File: config.mk
export PLATFORM = sky130hd
export DESIGN_NAME = digit_update_arbiter
export DESIGN_NICKNAME = d
export VERILOG_FILES = /design/src/rtl/digit_update_arbiter.sv
export SDC_FILE = /design/constraint.sdc
export NUM_CORES = 1
export LEC_CHECK = 0
export ABC_AREA = 1
export BUFFER_PORTS_ARGS = -buffer_cell sky130_fd_sc_hd__buf_2
export CORE_MARGIN = 1
export CORE_UTILIZATION = 25
export CTS_CLUSTER_DIAMETER = 30
export DETAILED_ROUTE_END_ITERATION = 8
export SYNTH_ARGS = -nofsm -noshare
export SYNTH_HDL_FRONTEND = slang
export SYNTH_SLANG_ARGS = --single-unit
File: constraint.sdc
create_clock -name Clock -period 2.4 [get_ports Clock]
set_input_delay 0.24 -clock Clock [delete_from_list [all_inputs] [get_ports Clock]]
set_output_delay 0.24 -clock Clock [all_outputs]
set_load 0.02 [all_outputs]
File: src/rtl/digit_update_arbiter.sv
// Two-requester round-robin writer into a 4-digit shadow bank. The shadow bank is
// copied to the displayed (active) bank only at the next frame start, so digits never tear.
module digit_update_arbiter #(
  parameter int VSYNC_ACTIVE_LOW = 1,
  parameter int MAX_VAL          = 9
) (
  input  logic        Clock,
  input  logic        reset,
  input  logic        vsync,
  input  logic        a_req,
  input  logic [1:0]  a_idx,
  input  logic [3:0]  a_val,
  output logic        a_ack,
  input  logic        b_req,
  input  logic [1:0]  b_idx,
  input  logic [3:0]  b_val,
  output logic        b_ack,
  output logic [15:0] digits,
  output logic        dirty,
  output logic        commit_pulse
);

  localparam logic       VS_ACT   = (VSYNC_ACTIVE_LOW != 0) ? 1'b0 : 1'b1;
  localparam logic       VS_INACT = ~VS_ACT;
  localparam logic [3:0] MAX_Q    = 4'(MAX_VAL);

  typedef enum logic [1:0] {
    S_IDLE    = 2'd0,
    S_PENDING = 2'd1,
    S_COMMIT  = 2'd2
  } state_e;

  state_e      state_q, state_d;
  logic        ptr_q, ptr_d;          // 0 = A has priority, 1 = B
  logic        vsync_q;
  logic        a_ack_q, b_ack_q;
  logic        dirty_q, commit_q;
  logic [15:0] shadow_q, shadow_d;
  logic [15:0] active_q, active_d;

  logic        frame_start_s, block_s;
  logic        a_elig_s, b_elig_s, a_gnt_s, b_gnt_s, wr_en_s;
  logic [1:0]  wr_idx_s;
  logic [3:0]  wr_val_s;

  function automatic logic [3:0] sat_val(input logic [3:0] v);
    if (v > MAX_Q) begin
      return MAX_Q;
    end else begin
      return v;
    end
  endfunction

  // Frame-start detect, eligibility and round-robin grant selection.
  always_comb begin
    frame_start_s = (vsync == VS_ACT) && (vsync_q == VS_INACT);
    block_s       = (state_q == S_COMMIT) || ((state_q == S_PENDING) && frame_start_s);
    a_elig_s      = a_req && !a_ack_q && !block_s;
    b_elig_s      = b_req && !b_ack_q && !block_s;
    a_gnt_s       = 1'b0;
    b_gnt_s       = 1'b0;
    ptr_d         = ptr_q;
    if (a_elig_s && b_elig_s) begin
      if (ptr_q == 1'b0) begin
        a_gnt_s = 1'b1;
        ptr_d   = 1'b1;
      end else begin
        b_gnt_s = 1'b1;
        ptr_d   = 1'b0;
      end
    end else begin
      a_gnt_s = a_elig_s;
      b_gnt_s = b_elig_s;
    end
    wr_en_s  = a_gnt_s || b_gnt_s;
    wr_idx_s = a_gnt_s ? a_idx : b_idx;
    wr_val_s = a_gnt_s ? a_val : b_val;
  end

  // Shadow write and commit FSM next-state.
  always_comb begin
    shadow_d = shadow_q;
    active_d = active_q;
    state_d  = state_q;
    if (wr_en_s) begin
      shadow_d[{wr_idx_s, 2'b00} +: 4] = sat_val(wr_val_s);
    end else begin
      shadow_d = shadow_q;
    end
    case (state_q)
      S_IDLE: begin
        if (wr_en_s) begin
          state_d = S_PENDING;
        end else begin
          state_d = S_IDLE;
        end
      end
      S_PENDING: begin
        if (frame_start_s) begin
          state_d = S_COMMIT;
        end else begin
          state_d = S_PENDING;
        end
      end
      S_COMMIT: begin
        state_d  = S_IDLE;
        active_d = shadow_q;
      end
      default: begin
        state_d = S_IDLE;
      end
    endcase
  end

  // State registers; dirty and commit_pulse are registered decodes of the next state.
  always_ff @(posedge Clock) begin
    if (!reset) begin
      state_q  <= S_IDLE;
      ptr_q    <= 1'b0;
      vsync_q  <= VS_INACT;
      a_ack_q  <= 1'b0;
      b_ack_q  <= 1'b0;
      dirty_q  <= 1'b0;
      commit_q <= 1'b0;
      shadow_q <= 16'h0000;
      active_q <= 16'h0000;
    end else begin
      state_q  <= state_d;
      ptr_q    <= ptr_d;
      vsync_q  <= vsync;
      a_ack_q  <= a_gnt_s;
      b_ack_q  <= b_gnt_s;
      dirty_q  <= (state_d == S_PENDING);
      commit_q <= (state_d == S_COMMIT);
      shadow_q <= shadow_d;
      active_q <= active_d;
    end
  end

  assign a_ack        = a_ack_q;
  assign b_ack        = b_ack_q;
  assign digits       = active_q;
  assign dirty        = dirty_q;
  assign commit_pulse = commit_q;

endmodule
* Word level (Yosys, flattened, before mapping)
Cells that the tools add are included.
** Word-level totals
- RAM bits :: 0
- Memory bits (read-only) :: 0
- Memories kept :: 0
- Register bits after elaboration :: 40
- Input port bits :: 17
- Word-level logic and storage cells :: 43
- Bits in latches :: 0
** Cells by class
- Add/subtract/negate cells :: 1
- Multipliers :: 0
- Div/mod/pow operators :: 0
- Magnitude comparators :: 1
- Equality and inequality tests :: 4
- Mux-type cells :: 12
- Reductions and logical operators :: 13
- Shift-type cells :: 2
- Bitwise operators :: 1
** Operators with widths (number)
- $bwmux W16 :: 1
- $shift A4 B6 Y16 const A :: 1
- $shiftx A4 B6 Y16 :: 1
- $mux W4 :: 3
- $logic_and A1 B1 Y1 :: 7
- $neg A4 Y6 :: 1
- $mux W1 :: 5
- $eq A2 B1 Y1 const B :: 2
- $eq A2 B2 Y1 const B :: 2
- $gt A4 B4 Y1 const B :: 1
- $mux W2 :: 2
- $pmux W2 S2 :: 1
- $logic_not A1 Y1 :: 3
- $logic_not A2 Y1 :: 1
- $logic_or A1 B1 Y1 :: 2
- $not A1 Y1 :: 1

* Depth between registers and ports, before layout
Gate-level depths: netlist of the first run.
- Depth in word-level cells :: 14
- Mapped depth :: 15

* Least setup slack after synthesis of the first run
Ideal clock, no wire load.
- Path type :: register to register
- Start point :: reg b_ack_q, in the netlist b_ack
- End point :: reg shadow_q[0]
- Path slack :: 0.116 ns
- Path buffers :: 0
- Data required time :: 2.329 ns
- Period minus slack after synthesis :: 2.284 ns
- Arrival time :: 2.213 ns
- Cell stages (with the launch flop) :: 13
- Cells stage by stage :: dfxtp_1 -> inv_1 -> nand2_1 -> o211ai_4 -> inv_2 -> or2_2 -> o21ai_0 -> ha_1 -> inv_1 -> nand2_1 -> nor3_2 -> nand2_1 -> a21oi_1
** Between the ends
- Word-level cells in the longest chain between the ends :: 11
** Ends and longest elaborated chain
- start, declared :: line 36 : logic a_ack_q, b_ack_q;
- start signal, assigned :: line 132 : b_ack_q <= b_gnt_s;
- $logic_not A1 Y1 (*) :: line 59 : b_elig_s = b_req && !b_ack_q && !block_s;
- $logic_and A1 B1 Y1 (*) (2 in series) :: line 59
- $logic_and A1 B1 Y1 :: line 63 : if (a_elig_s && b_elig_s) begin
- $mux W1 :: line 63
- $mux W4 :: line 77 : wr_val_s = a_gnt_s ? a_val : b_val;
- $gt A4 B4 Y1 :: line 47 : if (v > MAX_Q) begin
- $mux W4 :: line 47
- $mux W4 :: line 85 : if (wr_en_s) begin
- $shiftx A4 B6 Y16 :: line 86 : shadow_d[{wr_idx_s, 2'b00} +: 4] = sat_val(wr_val_s);
- $bwmux W16 :: line 86
- end signal, assigned :: line 135 : shadow_q <= shadow_d;
- end, declared :: line 38 : logic [15:0] shadow_q, shadow_d;
Every way passes the cells marked *; elsewhere a longest branch is shown, timed or not. The select of a mux whose other input is x is not followed.
A chain may end at the register's enable or synchronous reset.

* Worst setup path in the final report of the first run
- Start point :: reg state_q[1]
- End point :: reg shadow_q[10]
** Between the ends
- Word-level cells in the longest chain between the ends :: 13
** Ends and longest elaborated chain
- start, declared :: line 33 : state_e state_q, state_d;
- start signal, assigned :: line 128 : state_q <= state_d;
- $eq A2 B1 Y1 :: line 57 : block_s = (state_q == S_COMMIT) || ((state_q == S_PENDING) && frame_start_s);
- $logic_and A1 B1 Y1 :: line 57
- $logic_or A1 B1 Y1 (*) :: line 57
- $logic_not A1 Y1 (*) :: line 58, 59
- $logic_and A1 B1 Y1, on equally long branches :: line 58, 59
- $logic_and A1 B1 Y1 :: line 63
- $mux W1 :: line 63
- $mux W4 :: line 77
- $gt A4 B4 Y1 :: line 47
- $mux W4 :: line 47
- $mux W4 :: line 85
- $shiftx A4 B6 Y16 :: line 86
- $bwmux W16 :: line 86
Marks and branches as above.

==> run_summary.xml, run 1 <==
<?xml version="1.0" encoding="UTF-8"?>
<metrics>
  <group name="worst_setup_path">
    <metric name="ff2ff_path_depth" unit="">16</metric>
    <metric name="timing.critical_path.required" unit="ns">2.62</metric>
    <metric name="cp.arrival" unit="ns">2.40</metric>
    <metric name="worstReg2RegEnd" unit="">shadow_q[10]$_SDFFE_PN0P_</metric>
    <metric name="timing.rr.start" unit="">state_q[1]$_SDFF_PN0_</metric>
    <metric name="timing.critical_path.fanout_max" unit="">6</metric>
    <metric name="timing_worst_setup_path_type" unit="">reg2reg</metric>
    <metric name="timing.critical_path.from_type" unit="">flop</metric>
    <metric name="worst_setup_path_end_kind" unit="">flop</metric>
    <metric name="critPathLaunch" unit="">state_q[1]$_SDFF_PN0_</metric>
    <metric name="reg2reg_slack" unit="ns">0.23</metric>
    <metric name="cpPeakStageDelay" unit="ns">0.31</metric>
    <metric name="slowest_stage_cell_on_the_critical_path" unit="">dfxtp_1</metric>
    <metric name="path_cells" unit="">inv_1, nand2_2, nor2_4, nor2_4, o211ai_4, inv_2, buf_4, nand2_2, nand2_4, inv_2, ha_1, inv_1, buf_4, nor3_4, nand3_1, a21oi_1</metric>
  </group>
  <group name="place">
    <metric name="post-place-ws" unit="ns">-0.0480</metric>
    <metric name="global_placer_s_final_weighted_congestion" unit="">0.803</metric>
    <metric name="numPlacedInstances" unit="">340</metric>
    <metric name="placement.io_buffers" unit="">36</metric>
    <metric name="place_hpwl" unit="mm">2.85</metric>
  </group>
  <group name="drt">
    <metric name="route.detailed.wl_per_inst" unit="µm">11.1</metric>
    <metric name="routed_wl" unit="mm">3.88</metric>
    <metric name="antenna_left" unit="">0</metric>
    <metric name="drc" unit="">0</metric>
    <metric name="dr.first_iter.drc_count" unit="">54</metric>
    <metric name="drtPass1Iterations" unit="">4</metric>
    <metric name="route.vias.total" unit="">1508</metric>
    <metric name="via_per_inst" unit="">4.31</metric>
  </group>
  <group name="timing">
    <metric name="finalWorstSetupSlack" unit="ns">0.228</metric>
    <metric name="min_period" unit="ns">2.17</metric>
    <metric name="layout_worst_path_cycle_share" unit="%">90.5</metric>
    <metric name="setup_total_neg_slack" unit="ns">0</metric>
    <metric name="fmax" unit="MHz">460</metric>
    <metric name="report.final.slew_viol_count" unit="">0</metric>
    <metric name="worstMarginPinSlew" unit="ns">0.682</metric>
    <metric name="final.hold.worst_slack" unit="ns">0.152</metric>
    <metric name="fin_worst_skew" unit="ns">0.00583</metric>
    <metric name="timing.max_slew.rel_slack" unit="%">54.5</metric>
    <metric name="grt_setup_unrepaired" unit="">false</metric>
    <metric name="hold_viol" unit="">0</metric>
    <metric name="setup_viol_count_final" unit="">0</metric>
  </group>
  <group name="layout">
    <metric name="fillCellCount" unit="">737</metric>
    <metric name="areaGrowthSynthToFinish" unit="%">25.3</metric>
    <metric name="sequential_cell_area" unit="µm²">802</metric>
    <metric name="utilization" unit="%">32.4</metric>
    <metric name="multiInputGateArea" unit="µm²">865</metric>
    <metric name="n_antenna_cell" unit="">0</metric>
    <metric name="nets" unit="">291</metric>
    <metric name="layoutNonFillerInstCount" unit="">350</metric>
    <metric name="final_layout_size_suffix_gt1_share" unit="%">31.1</metric>
  </group>
  <group name="cts">
    <metric name="clk_transition_reported_paths" unit="ns">0.08</metric>
    <metric name="numClockSinks" unit="">40</metric>
    <metric name="ctsHtreeMaxLevel" unit="">2</metric>
    <metric name="insertion_delay" unit="ns">0.29</metric>
    <metric name="tritoncts.num_buffers" unit="">5</metric>
    <metric name="cts.hold.buffers_added" unit="">0</metric>
    <metric name="clock_tree.buffer_depth" unit="">2</metric>
    <metric name="root_buffer" unit="">clkbuf_8</metric>
    <metric name="cts_tree" unit="">done</metric>
  </group>
  <group name="logic_synthesis">
    <metric name="dominantRegCellSynth" unit="">dfxtp_1</metric>
    <metric name="synth.lib_cells_used.distinct" unit="">26</metric>
    <metric name="post_synth_instance_area" unit="µm²">1750</metric>
    <metric name="synth.yosys.seq_area_share" unit="%">45.9</metric>
    <metric name="yosys_register_bits" unit="">40</metric>
    <metric name="syn_inst" unit="">222</metric>
    <metric name="synth.avg_cell_area" unit="µm²">7.86</metric>
    <metric name="yosys_warnings" unit="">0</metric>
    <metric name="synth_edf_count" unit="">0</metric>
    <metric name="post_synthesis_net_count" unit="">244</metric>
    <metric name="asyncSetResetFlopFracSynth" unit="%">0</metric>
  </group>
  <group name="status">
    <metric name="run_status" unit="">complete, no violations</metric>
  </group>
  <group name="flow_run">
    <metric name="cap_violations" unit="">0</metric>
  </group>
  <group name="die">
    <metric name="initial_utilization" unit="%">25.8</metric>
    <metric name="die_w" unit="µm">85.6</metric>
    <metric name="ioPinCount" unit="">37</metric>
    <metric name="design.die.area" unit="µm²">7320</metric>
    <metric name="core-area" unit="µm²">6760</metric>
    <metric name="num_rows" unit="">30</metric>
    <metric name="fp.dieH" unit="µm">85.6</metric>
  </group>
  <group name="power">
    <metric name="cellLeakagePower" unit="nW">1.02</metric>
    <metric name="cellPowerDensity" unit="nW/µm²">670</metric>
    <metric name="vdd.ir_drop.worst" unit="µV">200</metric>
  </group>
  <group name="global_routing">
    <metric name="grt_pass1_vias" unit="">1453</metric>
    <metric name="grt_max_degree" unit="">21</metric>
    <metric name="antenna_found_initial" unit="">0</metric>
    <metric name="grt_overflow" unit="">0</metric>
    <metric name="wire_length_of_the_first_global_routing_pass" unit="mm">6.56</metric>
    <metric name="globalRouteTotalUtil" unit="%">11.3</metric>
  </group>
  <group name="min_path">
    <metric name="min_path_cells" unit="">3</metric>
    <metric name="holdCritPathClass" unit="">in2reg</metric>
    <metric name="hp_start" unit="">vsync</metric>
    <metric name="terminating_pin_of_the_worst_hold_path" unit="">vsync_q$_SDFF_PN1_</metric>
  </group>
</metrics>
==> through the flow <==
step                power [mW]  cell area, µm²
CTS                       1.47            2160
global placement         0.996            2060
floorplan                0.907            1750
global route              1.55            2190
detailed placement       0.999            2060
finish                    1.46            2190
==> layout by cell type, fill, tap and decap left out, types with 3 or more instances in the layout <==
master / n
nand2_1: 45
dfxtp_1: 39
nor2_1: 36
buf_2: 36
o21ai_0: 18
inv_1: 15
a21oi_1: 13
buf_4: 10
nand2_2: 6
clkbuf_8: 6
nor2_4: 5
nand3_1: 5
ha_1: 5
a21oi_2: 4
o2111ai_1: 3
nor2_2: 3
nand4_1: 3
==> routing by layer <==
metal | up-vias | global-route usage (%) | part of all wire, %
li1 | 810 | - | -
met4 | 0 | 4.09 | 1.5
met3 | 6 | 3.56 | 4.8
met2 | 30 | 18.3 | 44
met1 | 662 | 14.2 | 50
met5 | - | 0 | 0
==> state kept, by name (all words and copies together), names as in the netlist <==
register / count
state_q: 2
commit_pulse: 1
dirty: 1
shadow_q: 16
a_ack: 1
b_ack: 1
vsync_q: 1
ptr_q: 1
digits: 16
==> critical path: cells and delay by family (launching register included) <==
kind	cells	cell delay (ns)
flops	1	0.31
buf+inv	6	0.54
simple gates	7	0.70
fa+ha+maj	1	0.30
compound gates	2	0.24
==> worst max-delay path by stage <==
stage / endpoint / slack, ns / cells past startpoint
after global placement: shadow_q[0]$_SDFFE_PN0P_ / 0.07 / 15
after CTS: shadow_q[1]$_SDFFE_PN0P_ / 0.003 / 13
after detailed placement: shadow_q[1]$_SDFFE_PN0P_ / -0.05 / 15
after floorplan: shadow_q[0]$_SDFFE_PN0P_ / 0.12 / 12
final: shadow_q[10]$_SDFFE_PN0P_ / 0.23 / 16
after global routing: shadow_q[2]$_SDFFE_PN0P_ / 0.007 / 12
==> area by class of cell <==
type,count,share of cell area [%]
timing repair buffer,46,11.7
sequential,40,36.7
multi-input combinational,158,39.5
clock buffer,6,3.78
inverter,18,3.09
tap,80,4.58
clock inverter,2,0.686
==> what timing repair did <==
item | in CTS | in global routing
endpoints found under the setup margin | 2 | 16
resized for setup | 1 | 3
pin swaps | 0 | 2
setup buffers | 0 | 2
==> power by group <==
part	switching [mW]	internal, mW
combinational	0.186	0.102
clock	0.241	0.233
sequential	0.0134	0.690
==> Yosys cell counts (3+ instances only) <==
master | count | area share (%)
a21oi_2 | 4 | 2.0
o21ai_0 | 19 | 5.4
nand2_2 | 6 | 2.2
nand2_1 | 45 | 9.7
inv_1 | 15 | 3.2
nand3_1 | 5 | 1.4
nor2_1 | 36 | 7.7
nor2_4 | 5 | 3.2
a21oi_1 | 13 | 3.7
nor2_2 | 3 | 1.1
o2111ai_1 | 3 | 1.5
clkbuf_1 | 5 | 1.1
dfxtp_1 | 40 | 46
nand4_1 | 3 | 1.1
ha_1 | 5 | 3.6
==> kinds of logic after synthesis <==
group                      Yosys count  share of synthesized area [%]
and+or+nand+nor                    112                           31.0
AOI/OAI and AO/OA                   41                           14.3
DFF                                 40                           45.9
buffers and inverters               24                           5.16
adders and majority gates            5                           3.58
Power figures use the tool's default switching activity.
==> inputs of run 2 (changes only) <==
--- a/config.mk
+++ b/config.mk
@@ -7,10 +7,13 @@
 export LEC_CHECK = 0
 export ABC_AREA = 1
 export BUFFER_PORTS_ARGS = -buffer_cell sky130_fd_sc_hd__buf_2
+export CELL_PAD_IN_SITES_DETAIL_PLACEMENT = 0
+export CELL_PAD_IN_SITES_GLOBAL_PLACEMENT = 1
 export CORE_MARGIN = 1
 export CORE_UTILIZATION = 25
 export CTS_CLUSTER_DIAMETER = 30
 export DETAILED_ROUTE_END_ITERATION = 8
+export PLACE_DENSITY_LB_ADDON = 0.1
 export SYNTH_ARGS = -nofsm -noshare
 export SYNTH_HDL_FRONTEND = slang
 export SYNTH_SLANG_ARGS = --single-unit
==> run_summary.xml, run 2 (synthesis gave the netlist of run 1 again) <==
<?xml version="1.0" encoding="UTF-8"?>
<metrics>
  <group name="status">
    <metric name="run_status" unit="">complete, no violations</metric>
  </group>
  <group name="worst_setup_path">
    <metric name="timing.critical_path.fanout_max" unit="">4</metric>
    <metric name="cp.arrival" unit="ns">2.41</metric>
    <metric name="timing.critical_path.required" unit="ns">2.62</metric>
    <metric name="worst_setup_path_end_kind" unit="">flop</metric>
    <metric name="cpPeakStageDelay" unit="ns">0.43</metric>
    <metric name="timing.rr.start" unit="">state_q[0]$_SDFF_PN0_</metric>
    <metric name="timing_worst_setup_path_type" unit="">reg2reg</metric>
    <metric name="timing.critical_path.from_type" unit="">flop</metric>
    <metric name="slowest_stage_cell_on_the_critical_path" unit="">dfxtp_1</metric>
    <metric name="ff2ff_path_depth" unit="">14</metric>
    <metric name="reg2reg_slack" unit="ns">0.21</metric>
    <metric name="path_cells" unit="">nand2_2, nor2_4, nor2_4, o211ai_4, buf_4, nand2_1, nand2_4, inv_2, ha_1, inv_1, buf_4, nor2_1, nand4_1, a21oi_1</metric>
    <metric name="worstReg2RegEnd" unit="">shadow_q[4]$_SDFFE_PN0P_</metric>
  </group>
  <group name="drt">
    <metric name="drc" unit="">0</metric>
    <metric name="drtPass1Iterations" unit="">6</metric>
    <metric name="antenna_left" unit="">0</metric>
    <metric name="via_per_inst" unit="">4.31</metric>
    <metric name="route.detailed.wl_per_inst" unit="µm">12.0</metric>
    <metric name="route.vias.total" unit="">1513</metric>
    <metric name="routed_wl" unit="mm">4.22</metric>
    <metric name="dr.first_iter.drc_count" unit="">48</metric>
  </group>
  <group name="cts">
    <metric name="ctsHtreeMaxLevel" unit="">2</metric>
    <metric name="numClockSinks" unit="">40</metric>
    <metric name="root_buffer" unit="">clkbuf_8</metric>
    <metric name="cts_tree" unit="">done</metric>
    <metric name="insertion_delay" unit="ns">0.29</metric>
    <metric name="tritoncts.num_buffers" unit="">5</metric>
    <metric name="clk_transition_reported_paths" unit="ns">0.08</metric>
    <metric name="clock_tree.buffer_depth" unit="">2</metric>
    <metric name="cts.hold.buffers_added" unit="">0</metric>
  </group>
  <group name="timing">
    <metric name="layout_worst_path_cycle_share" unit="%">91.2</metric>
    <metric name="fmax" unit="MHz">457</metric>
    <metric name="timing.max_slew.rel_slack" unit="%">50.2</metric>
    <metric name="worstMarginPinSlew" unit="ns">0.746</metric>
    <metric name="hold_viol" unit="">0</metric>
    <metric name="setup_viol_count_final" unit="">0</metric>
    <metric name="min_period" unit="ns">2.19</metric>
    <metric name="grt_setup_unrepaired" unit="">false</metric>
    <metric name="setup_total_neg_slack" unit="ns">0</metric>
    <metric name="final.hold.worst_slack" unit="ns">0.157</metric>
    <metric name="report.final.slew_viol_count" unit="">0</metric>
    <metric name="fin_worst_skew" unit="ns">0.00234</metric>
  </group>
  <group name="layout">
    <metric name="most-common-layout-cells" unit="">45 x nand2_1, 40 x dfxtp_1, 36 x nor2_1, 36 x buf_2, 18 x o21ai_0</metric>
    <metric name="nets" unit="">292</metric>
    <metric name="layoutNonFillerInstCount" unit="">351</metric>
    <metric name="layout.cell_area.non_filler" unit="µm²">2180</metric>
    <metric name="n_antenna_cell" unit="">0</metric>
    <metric name="areaGrowthSynthToFinish" unit="%">25.1</metric>
    <metric name="mostFrequentLayoutCell" unit="">nand2_1</metric>
    <metric name="final_layout_size_suffix_gt1_share" unit="%">30.6</metric>
  </group>
  <group name="power">
    <metric name="cellLeakagePower" unit="nW">1.02</metric>
    <metric name="cellPowerDensity" unit="nW/µm²">672</metric>
    <metric name="vdd.ir_drop.worst" unit="µV">223</metric>
    <metric name="power" unit="mW">1.47</metric>
  </group>
  <group name="min_path">
    <metric name="terminating_pin_of_the_worst_hold_path" unit="">vsync_q$_SDFF_PN1_</metric>
    <metric name="min_path_cells" unit="">3</metric>
    <metric name="holdCritPathClass" unit="">in2reg</metric>
    <metric name="hp_start" unit="">vsync</metric>
  </group>
  <group name="die">
    <metric name="ioPinCount" unit="">37</metric>
    <metric name="design.die.area" unit="µm²">7320</metric>
    <metric name="fp.dieH" unit="µm">85.6</metric>
    <metric name="initial_utilization" unit="%">25.8</metric>
    <metric name="die_w" unit="µm">85.6</metric>
    <metric name="core-area" unit="µm²">6760</metric>
    <metric name="num_rows" unit="">30</metric>
  </group>
  <group name="place">
    <metric name="placement.io_buffers" unit="">36</metric>
    <metric name="numPlacedInstances" unit="">341</metric>
    <metric name="global_placer_s_final_weighted_congestion" unit="">0.741</metric>
    <metric name="placedInstanceArea" unit="µm²">2070</metric>
    <metric name="place_hpwl" unit="mm">3.01</metric>
  </group>
  <group name="global_routing">
    <metric name="wire_length_of_the_first_global_routing_pass" unit="mm">7.00</metric>
    <metric name="grt_overflow" unit="">0</metric>
    <metric name="antenna_found_initial" unit="">0</metric>
    <metric name="grt_pass1_vias" unit="">1461</metric>
    <metric name="globalRouteTotalUtil" unit="%">12.5</metric>
    <metric name="grt_max_degree" unit="">21</metric>
  </group>
  <group name="flow_run">
    <metric name="cap_violations" unit="">0</metric>
  </group>
</metrics>
run 2: timing repair:
action / 4_1_cts / 5_1_grt
gates resized for setup: 0 / 2
buffers inserted: 0 / 2
setup endpoints to repair: 0 / 16
run 2: power breakdown:
group | total, mW | internal (mW) | switching, mW
Combinational | 0.292 | 0.104 | 0.188
Clock | 0.472 | 0.234 | 0.238
Sequential | 0.703 | 0.690 | 0.0128
Total | 1.47 | 1.03 | 0.439
run 2: worst max path at each step:
stage,from,endpoint,slack [ns],depth (start not counted)
6_report,state_q[0]$_SDFF_PN0_,shadow_q[4]$_SDFFE_PN0P_,0.21,14
5_1_grt,b_ack$_SDFF_PN0_,shadow_q[10]$_SDFFE_PN0P_,0.01,13
4_1_cts,state_q[0]$_SDFF_PN0_,shadow_q[1]$_SDFFE_PN0P_,0.03,13
3_5_place_dp,vsync,shadow_q[1]$_SDFFE_PN0P_,-0.03,15
3_3_place_gp,vsync,shadow_q[1]$_SDFFE_PN0P_,0.01,15
2_1_floorplan,b_ack$_SDFF_PN0_,shadow_q[0]$_SDFFE_PN0P_,0.12,12
run 2: layout make-up:
cell class / instances / area, µm²
timing repair buffer: 47 / 263
clock buffer: 7 / 86.3
inverter: 18 / 67.6
tap: 80 / 100
fill: 749 / 4570
multi-input combinational: 158 / 858
clock inverter: 1 / 7.51
sequential: 40 / 801
run 2: per-stage QoR:
| stage | utilization, % | setup WS [ns] |
|---|---|---|
| floorplan | - | 0.116 |
| global placement | 30.6 | 0.0107 |
| detailed placement | 30.6 | -0.0263 |
| CTS | 32.0 | 0.0299 |
| global route | 32.3 | 0.0139 |
| finish | 32.3 | 0.210 |
run 2: layer usage:
layer,wire length (µm),track usage [%]
met3,180,3.08
met1,2100,16.9
met4,40,3.64
met5,0,0
met2,1890,19.6
run 2: critical path: cells and delay by family, from the launching register on:
family / cells / cell delay, ns
AO/OA/AOI/OAI: 2 / 0.22
buffers and inverters: 4 / 0.40
flip-flops: 1 / 0.43
adder cells (fa/ha/maj): 1 / 0.28
AND/OR/NAND/NOR: 7 / 0.76
==> inputs of run 3 (changes only) <==
--- a/config.mk
+++ b/config.mk
@@ -14,6 +14,7 @@
 export CTS_CLUSTER_DIAMETER = 30
 export DETAILED_ROUTE_END_ITERATION = 8
 export PLACE_DENSITY_LB_ADDON = 0.1
+export REMOVE_ABC_BUFFERS = 1
 export SYNTH_ARGS = -nofsm -noshare
 export SYNTH_HDL_FRONTEND = slang
 export SYNTH_SLANG_ARGS = --single-unit
==> run_summary.xml, run 3 (synthesis gave the netlist of run 1 again) <==
<?xml version="1.0" encoding="UTF-8"?>
<metrics>
  <group name="die">
    <metric name="design.die.area" unit="µm²">7320</metric>
    <metric name="ioPinCount" unit="">37</metric>
    <metric name="fp.dieH" unit="µm">85.6</metric>
    <metric name="core-area" unit="µm²">6760</metric>
    <metric name="die_w" unit="µm">85.6</metric>
    <metric name="num_rows" unit="">30</metric>
    <metric name="initial_utilization" unit="%">25.8</metric>
  </group>
  <group name="layout">
    <metric name="most-common-layout-cells" unit="">45 x nand2_1, 40 x dfxtp_1, 36 x buf_2</metric>
    <metric name="fillCellCount" unit="">772</metric>
    <metric name="utilization" unit="%">32.4</metric>
    <metric name="nets" unit="">291</metric>
    <metric name="final_layout_size_suffix_gt1_share" unit="%">31.5</metric>
    <metric name="n_antenna_cell" unit="">0</metric>
    <metric name="mostFrequentLayoutCell" unit="">nand2_1</metric>
    <metric name="multiInputGateArea" unit="µm²">871</metric>
    <metric name="areaGrowthSynthToFinish" unit="%">25.6</metric>
    <metric name="sequential_cell_area" unit="µm²">801</metric>
  </group>
  <group name="cts">
    <metric name="insertion_delay" unit="ns">0.30</metric>
    <metric name="ctsHtreeMaxLevel" unit="">2</metric>
    <metric name="cts.hold.buffers_added" unit="">0</metric>
    <metric name="clock_tree.buffer_depth" unit="">2</metric>
    <metric name="root_buffer" unit="">clkbuf_8</metric>
    <metric name="cts_tree" unit="">done</metric>
    <metric name="clk_transition_reported_paths" unit="ns">0.08</metric>
    <metric name="numClockSinks" unit="">40</metric>
    <metric name="tritoncts.num_buffers" unit="">5</metric>
  </group>
  <group name="timing">
    <metric name="fmax" unit="MHz">453</metric>
    <metric name="fin_worst_skew" unit="ns">0.00486</metric>
    <metric name="final.hold.worst_slack" unit="ns">0.145</metric>
    <metric name="layout_worst_path_cycle_share" unit="%">92.0</metric>
    <metric name="grt_setup_unrepaired" unit="">true</metric>
    <metric name="min_period" unit="ns">2.21</metric>
    <metric name="hold_viol" unit="">0</metric>
    <metric name="report.final.slew_viol_count" unit="">0</metric>
    <metric name="timing.max_slew.rel_slack" unit="%">51.1</metric>
    <metric name="setup_viol_count_final" unit="">0</metric>
    <metric name="worstMarginPinSlew" unit="ns">0.733</metric>
  </group>
  <group name="worst_setup_path">
    <metric name="critPathLaunch" unit="">state_q[1]$_SDFF_PN0_</metric>
    <metric name="timing.critical_path.required" unit="ns">2.62</metric>
    <metric name="path_delay_family" unit="">simple AND/OR/NAND/NOR gates</metric>
    <metric name="cpPeakStageDelay" unit="ns">0.31</metric>
    <metric name="path_cells" unit="">inv_1, nand2_2, nor2_4, nor2_4, o211ai_4, inv_2, buf_4, nand2_2, nand2_4, inv_2, ha_1, inv_1, buf_4, nor2_2, nand4_1, a21oi_1</metric>
    <metric name="worst_setup_path_end_kind" unit="">flop</metric>
    <metric name="cp.arrival" unit="ns">2.43</metric>
    <metric name="timing.critical_path.fanout_max" unit="">6</metric>
    <metric name="cp.buffers_inverters" unit="">6</metric>
    <metric name="worstSetupEndpoint" unit="">shadow_q[4]$_SDFFE_PN0P_</metric>
    <metric name="cp.depth" unit="">16</metric>
    <metric name="slowest_stage_cell_on_the_critical_path" unit="">dfxtp_1</metric>
    <metric name="worstReg2RegEnd" unit="">shadow_q[4]$_SDFFE_PN0P_</metric>
    <metric name="ff2ff_path_depth" unit="">16</metric>
    <metric name="timing.critical_path.from_type" unit="">flop</metric>
    <metric name="timing_worst_setup_path_type" unit="">reg2reg</metric>
    <metric name="reg2reg_slack" unit="ns">0.19</metric>
    <metric name="timing.rr.start" unit="">state_q[1]$_SDFF_PN0_</metric>
  </group>
  <group name="drt">
    <metric name="dr.first_iter.drc_count" unit="">61</metric>
    <metric name="via_per_inst" unit="">4.42</metric>
    <metric name="route.detailed.wl_per_inst" unit="µm">12.3</metric>
    <metric name="antenna_left" unit="">0</metric>
    <metric name="drtPass1Iterations" unit="">4</metric>
    <metric name="route.vias.total" unit="">1547</metric>
    <metric name="routed_wl" unit="mm">4.29</metric>
    <metric name="drc" unit="">0</metric>
  </group>
  <group name="global_routing">
    <metric name="global_route.usage.met3" unit="%">3.75</metric>
    <metric name="antenna_found_initial" unit="">0</metric>
    <metric name="groute.layer.met2.usage" unit="%">20.1</metric>
    <metric name="globalRouteTotalUtil" unit="%">12.9</metric>
    <metric name="grt_max_degree" unit="">21</metric>
    <metric name="grt_overflow" unit="">0</metric>
    <metric name="wire_length_of_the_first_global_routing_pass" unit="mm">7.18</metric>
    <metric name="busiest_grt_layer" unit="">met2</metric>
    <metric name="globalRouteMet1Util" unit="%">16.7</metric>
    <metric name="grt_pass1_vias" unit="">1464</metric>
  </group>
  <group name="power">
    <metric name="switching_power" unit="mW">0.445</metric>
    <metric name="cellPowerDensity" unit="nW/µm²">671</metric>
    <metric name="power_frac_seq" unit="%">47.8</metric>
    <metric name="cellInternalPower" unit="mW">1.03</metric>
    <metric name="vdd.ir_drop.worst" unit="µV">197</metric>
    <metric name="cellLeakagePower" unit="nW">1.02</metric>
    <metric name="combinationalPowerShare" unit="%">19.9</metric>
    <metric name="p_clk_share" unit="%">32.3</metric>
    <metric name="power_switching_share" unit="%">30.3</metric>
  </group>
  <group name="place">
    <metric name="place_hpwl" unit="mm">3.08</metric>
    <metric name="placement.io_buffers" unit="">36</metric>
    <metric name="global_placer_s_final_weighted_congestion" unit="">0.783</metric>
  </group>
  <group name="min_path">
    <metric name="hp_start" unit="">vsync</metric>
    <metric name="holdCritPathClass" unit="">in2reg</metric>
  </group>
  <group name="flow_run">
    <metric name="cap_violations" unit="">0</metric>
  </group>
  <group name="status">
    <metric name="run_status" unit="">complete, no violations</metric>
  </group>
</metrics>
## run 3: cell types whose count changed in the layout (fill, tap and decap cells not counted)
cell	before	now
a21oi_1	13	12
nor3_2	1	0
clkinv_1	1	0
clkinvlp_4	1	2
nor2_1	36	35
a21oi_2	4	5
buf_4	11	10
nor3_4	1	2
nor2_2	3	4
## run 3: per-stage QoR
| step | setup slack [ns] | total power, mW | instance area (µm²) | TNS, ns | instances |
|---|---|---|---|---|---|
| after floorplan | 0.112 | 0.902 | 1720 | 0 | 216 |
| after global placement | 0.107 | 1.00 | 2060 | 0 | 340 |
| after detailed placement | 0.0419 | 1.00 | 2060 | 0 | 340 |
| after CTS | 0.0828 | 1.49 | 2160 | 0 | 348 |
| after global routing | -0.0231 | 1.57 | 2190 | -0.0512 | 350 |
| final | 0.191 | 1.47 | 2190 | 0 | 350 |
## run 3: cell type report
cell class / instances / area share, %
clock buffers: 7 / 3.94
flip-flops and latches: 40 / 36.5
well taps: 80 / 4.57
repair buffers: 46 / 11.6
clock inverters: 1 / 0.342
inverters: 18 / 3.25
multi-input cells: 158 / 39.7
## run 3: worst min path at each step
stage	end	slack, ns	cells past startpoint
global placement	vsync_q$_SDFF_PN1_	0.45	3
global route	vsync_q$_SDFF_PN1_	0.13	3
finish	vsync_q$_SDFF_PN1_	0.15	3
floorplan	vsync_q$_SDFF_PN1_	0.31	1
CTS	vsync_q$_SDFF_PN1_	0.14	3
detailed placement	vsync_q$_SDFF_PN1_	0.45	3
## run 3: layer usage
layer / up-vias / wire length, µm
li1: 815 / -
met1: 696 / 2160
met2: 30 / 1870
met3: 6 / 183
met4: 0 / 74
met5: - / 0
## run 3: worst min-delay path, stage by stage
cell	delay, ns
buf_2	0.08
inv_1	0.05
nand2_1	0.05
## run 3: power by group through the flow
stage | logic (mW) | registers (mW) | clock network, mW
final | 0.293 | 0.703 | 0.475
after global placement | 0.284 | 0.718 | 0
after detailed placement | 0.284 | 0.719 | 0
after global routing | 0.330 | 0.706 | 0.533
after floorplan | 0.164 | 0.738 | 0
after CTS | 0.285 | 0.703 | 0.500
## run 3: what timing repair did
item,CTS,global route
gates resized for setup,0,6
setup endpoints to repair,0,16
setup buffers,0,2
